<file path="config.mk">
export PLATFORM = sky130hd
export DESIGN_NAME = w450_mmio
export DESIGN_NICKNAME = d
export VERILOG_FILES = /design/src/rtl/w450_mmio.sv
export SDC_FILE = /design/constraint.sdc
export NUM_CORES = 1
export LEC_CHECK = 0
export BUFFER_PORTS_ARGS = -buffer_cell sky130_fd_sc_hd__buf_2
export CORE_MARGIN = 10
export CORE_UTILIZATION = 51
export DETAILED_ROUTE_END_ITERATION = 8
export PLACE_DENSITY = 0.78
export SYNTH_ARGS = -nofsm -noshare
export SYNTH_HDL_FRONTEND = slang
export SYNTH_SLANG_ARGS = --single-unit
</file>
<file path="constraint.sdc">
create_clock -name clk -period 2.5 [get_ports clk]
set_clock_uncertainty 0.2 [all_clocks]
set_input_delay 0.25 -clock clk [delete_from_list [all_inputs] [get_ports clk]]
set_output_delay 0.25 -clock clk [all_outputs]
set_load 0.05 [all_outputs]
</file>
<file path="src/rtl/w450_mmio.sv">
// MMIO responder beside the w450 data memory: byte-out FIFO, halt/exit code, status overlay on read port 2.
// Latency: a write is captured at the sampling edge; a pushed byte is on out_data/out_valid the cycle after.
// Backpressure: out_ready holds the FIFO head; a push into a full FIFO with no same-edge pop is dropped and flagged in overflow.
module w450_mmio #(
    parameter int             n         = 8,
    parameter int             DEPTH     = 4,
    parameter logic [n-1:0]   ADDR_CLR  = 8'hFC,
    parameter logic [n-1:0]   ADDR_STAT = 8'hFD,
    parameter logic [n-1:0]   ADDR_TX   = 8'hFE,
    parameter logic [n-1:0]   ADDR_HALT = 8'hFF
) (
    input  logic         clk,
    input  logic         reset,
    input  logic [n-1:0] mem_wr_data,
    input  logic [n-1:0] mem_wr_addr,
    input  logic         mem_wr_en,
    input  logic [n-1:0] mem_rd_addr2,
    input  logic [n-1:0] mem_rd_data2_in,
    output logic [n-1:0] mem_rd_data2_out,
    output logic [n-1:0] out_data,
    output logic         out_valid,
    input  logic         out_ready,
    output logic         halted,
    output logic [n-1:0] halt_code,
    output logic         overflow
);

    localparam int AW = $clog2(DEPTH);
    localparam int CW = AW + 1;

    logic [n-1:0]  fifo_mem [DEPTH];
    logic [AW-1:0] rd_ptr;
    logic [AW-1:0] wr_ptr;
    logic [CW-1:0] count;
    logic [3:0]    count4;
    logic [7:0]    stat_byte;

    logic wr_act;
    logic push;
    logic pop;
    logic full;
    logic empty;
    logic push_ok;
    logic push_drop;

    // Writes are only decoded while running; the memory itself still sees every write.
    assign wr_act    = mem_wr_en && !halted;
    assign push      = wr_act && (mem_wr_addr == ADDR_TX);
    assign empty     = (count == '0);
    assign full      = (count == CW'(DEPTH));
    assign pop       = out_valid && out_ready;
    // A full FIFO still accepts a byte when the head leaves on the same edge.
    assign push_ok   = push && (!full || pop);
    assign push_drop = push && full && !pop;

    assign out_valid = !empty;
    assign out_data  = out_valid ? fifo_mem[rd_ptr] : '0;

    // Status reports count in a 4-bit field regardless of the FIFO depth.
    generate
        if (CW >= 4) begin : g_cnt_trunc
            assign count4 = count[3:0];
        end else begin : g_cnt_ext
            assign count4 = {{(4 - CW){1'b0}}, count};
        end
    endgenerate

    assign stat_byte        = {halted, overflow, full, empty, count4};
    assign mem_rd_data2_out = (mem_rd_addr2 == ADDR_STAT) ? n'(stat_byte) : mem_rd_data2_in;

    // FIFO storage needs no reset: out_data is forced to zero while empty.
    always_ff @(posedge clk) begin
        if (push_ok) begin
            fifo_mem[wr_ptr] <= mem_wr_data;
        end
    end

    // Pointer and occupancy tracking; pointers wrap naturally at DEPTH.
    always_ff @(posedge clk or negedge reset) begin
        if (!reset) begin
            rd_ptr <= '0;
            wr_ptr <= '0;
            count  <= '0;
        end else begin
            if (push_ok) begin
                wr_ptr <= wr_ptr + AW'(1);
            end
            if (pop) begin
                rd_ptr <= rd_ptr + AW'(1);
            end
            case ({push_ok, pop})
                2'b10:   count <= count + CW'(1);
                2'b01:   count <= count - CW'(1);
                default: count <= count;
            endcase
        end
    end

    // Sticky halt with its exit code; a zero write to the halt address is a no-op.
    always_ff @(posedge clk or negedge reset) begin
        if (!reset) begin
            halted    <= 1'b0;
            halt_code <= '0;
        end else if (wr_act && (mem_wr_addr == ADDR_HALT) && (mem_wr_data != '0)) begin
            halted    <= 1'b1;
            halt_code <= mem_wr_data;
        end
    end

    // Sticky overflow, set by a dropped push and cleared only by software.
    always_ff @(posedge clk or negedge reset) begin
        if (!reset) begin
            overflow <= 1'b0;
        end else if (push_drop) begin
            overflow <= 1'b1;
        end else if (wr_act && (mem_wr_addr == ADDR_CLR)) begin
            overflow <= 1'b0;
        end
    end

endmodule

</file>
==> results.md <==
* Post_cts resized at 0
* Detailed placement HPWL at 3.70 mm
* Worst skew pair latency at 300 ps
* Post-synthesis sequential area ratio at 0.622
* Syn Area/Cell at between 15 and 20 sq um
* Ys flop type: edfxtp_1
* Max_cap viols at 0
* Antenna Nets Post-Route at 0
* Startpoint types: flop
* Area after DPL at 2620 sq um
* Net Switching at ~0.0010 W
* Hold Violations, Final at 0
* Sequential share of power at 0.395
* Cell count after synthesis at 141
* First-pass GRT wire length at 8.11 mm
* Setup TNS at 0 ps
* Final core occ at 0.668
* Fin crit share at 0.930
* Final setup fails at 0
* Leakage at 1.17 nW
* Initial drt markers at 93
* Full die area at approximately 7400 sq um
* Sink Count at 49
* Final #Nets at 255
* Post-synth EDFFs at 32
* Pre-Repair DR Iteration Count at 4
* Async S/R FF share, synth at 0.347
* R2R depth at 7
* Root Driver: clkbuf_8
* Area of the multi-input gates at 816 sq um
* Postcts setup bufs at 0
* Largest net degree at the start of global routing at 18
* Clk pwr share at 0.182
* Wire length per cell at around 19 um
* Initial Util at 0.542
* Synth top area cells: edfxtp_1, dfrtp_1, mux4_2, mux2_2, and2_1
* Residual DRC at 0
* CTS tree: done
* Max Root-Sink Buffers at 2
* Clock buffer count from CTS at 5
* Gate power share at 0.423
* I/O pin cnt at 63
* Ant. Diodes at 0
* Peak supply drop at 0.000396 V
* Core area at 4120 sq um
* Crit path time final at 2330 ps
* Setup CP Type: reg2reg
* Share of the synthesized area in the top cell type at 0.431
* Via density at about 5.5
* Via count at 1446
* WHS Path Cells at 1
* Max Fclk at between 0.4 and 0.5 GHz
* Syn Std Cell Area at 2230 sq um
* PD cells at 922 nW/um^2
* Antenna violations before repair at 0
* Die Width at 86.1 um
* Design area at 2750 sq um
* Cell Rows at 23
* Worst-margin pin slew at 459 ps
* Syn nets at 182
* Cell Int Power at 0.00150 W
* Final Max Tran Viols at 0
* Post-synth cell types at 34
* Max-slew headroom at 0.694
* CTS Hold Bufs at 4
* Htree depth at 2
* CP max FO at 7
* Register area at 1390 sq um
* Worst path arrival time at 2360 ps
* PortBufs at 62
* Worst-path clk slew at 90 ps
* Worst Path Required at 2540 ps
* FF+latch count, synth at 49
* Share of layout cells above drive strength 1 at 0.474
* Sw Ratio at 0.409
* Grt ovf at 0
* DRT Wirelength at 4.97 mm
* Placer congestion estimate at 0.760
* Synth area leader: edfxtp_1
* Fill cell count at 302
* RSZ-0062 raised after global routing: no
* Status: complete, no violations
* All-Layer GR Usage at 0.138
* P&R area growth vs syn at 23.2%
* Vias in the first global route at 1647
* Synth warnings at 0
* Worst setup EP type: flop
* Die H at 86.1 um
* Worst hold path type: in2reg
[final timing paths]
path                                      from              to  slack [ps]
worst max-delay path                  count[1]        count[1]         170
worst min-delay path            mem_wr_data[1]  fifo_mem[0][1]           7
worst max register to register        count[1]        count[1]         170
worst min register to register    halt_code[4]    halt_code[4]         310
max in group asynchronous                reset          halted        1550
min in group asynchronous                reset    halt_code[6]         220
[worst max-delay path, stage by stage (launching register included)]
cell     delay [ps]
dfrtp_1         470
or3_1           400
nand2_1         150
nor2_1           90
fa_1            510
o21ai_0          90
a31oi_1         150
o221a_1         210
[cell usage after synthesis (3+ instances only)]
cell type	instances
edfxtp_1	32
dfrtp_1	17
mux2_2	14
and2_1	13
mux4_2	8
nor2_1	5
xnor2_1	5
ha_1	4
inv_1	4
nand2_1	4
clkbuf_1	3
nor4_1	3
o21ai_0	3
[kinds of logic (layout without fill, tap and decap cells)]
| logic type | after synthesis | in the layout | synth area share |
|---|---|---|---|
| multiplexers | 23 | 23 | 0.156 |
| adder cells (fa/ha/maj) | 5 | 5 | 0.0314 |
| XOR/XNOR | 6 | 6 | 0.0236 |
| buffers and inverters | 8 | 82 | 0.0140 |
| AO/OA/AOI/OAI | 11 | 11 | 0.0387 |
| AND/OR/NAND/NOR | 39 | 39 | 0.114 |
| flip-flops | 49 | 49 | 0.622 |
[power groups by stage]
stage | logic, W | clock network, W | registers [W]
after floorplan | 0.000820 | 0 | 0.00101
after global placement | 0.00105 | 0 | 0.00101
after detailed placement | 0.00108 | 0 | 0.00102
after CTS | 0.00108 | 0.000468 | 0.00100
after global routing | 0.00115 | 0.000504 | 0.00101
final | 0.00107 | 0.000460 | 0.00100
[cell usage in the layout (no fill, tap or decap), types with 3 or more instances in the layout]
cell type,instances
and2_1,13
buf_2,62
buf_4,4
clkbuf_8,5
dfrtp_1,16
dlygate4sd3_1,4
edfxtp_1,32
ha_1,4
inv_1,4
mux2_2,14
mux4_2,8
nand2_1,4
nor2_1,5
nor4_1,3
o21ai_0,3
xnor2_1,5
[layout make-up]
| class | instances | share of cell area |
|---|---|---|
| clock buffers | 6 | 0.0264 |
| clock inverters | 2 | 0.00501 |
| inverters | 4 | 0.00546 |
| multi-input cells | 84 | 0.297 |
| flip-flops and latches | 49 | 0.505 |
| well taps | 50 | 0.0228 |
| repair buffers | 70 | 0.138 |
[per-stage QoR]
step / setup WS (ps) / hold slack (ps) / instances / total power, W
6_report: 174 / 6.87 / 265 / 0.00253
3_3_place_gp: 313 / 6.98 / 253 / 0.00207
2_1_floorplan: 11.3 / -246 / 141 / 0.00183
4_1_cts: 186 / 1.17 / 265 / 0.00255
3_5_place_dp: 210 / 22.1 / 253 / 0.00210
5_1_grt: 52.2 / 4.36 / 265 / 0.00267
[flip-flops by register name, indices dropped and copies added (netlist names)]
| register | cells |
|---|---|
| wr_ptr | 2 |
| overflow | 1 |
| rd_ptr | 2 |
| halt_code | 8 |
| halted | 1 |
| count | 3 |
| fifo_mem | 32 |
[metal layers]
metal / wire (um) / share of wire / global-route usage / vias up
met3: 332 / 0.067 / 0.0445 / 4
met4: 34 / 0.0068 / 0.0449 / 0
li1: - / - / - / 677
met1: 2050 / 0.41 / 0.156 / 719
met5: 0 / 0 / 0 / -
met2: 2550 / 0.51 / 0.237 / 46
Note: power is estimated with default switching activity, not from simulation.
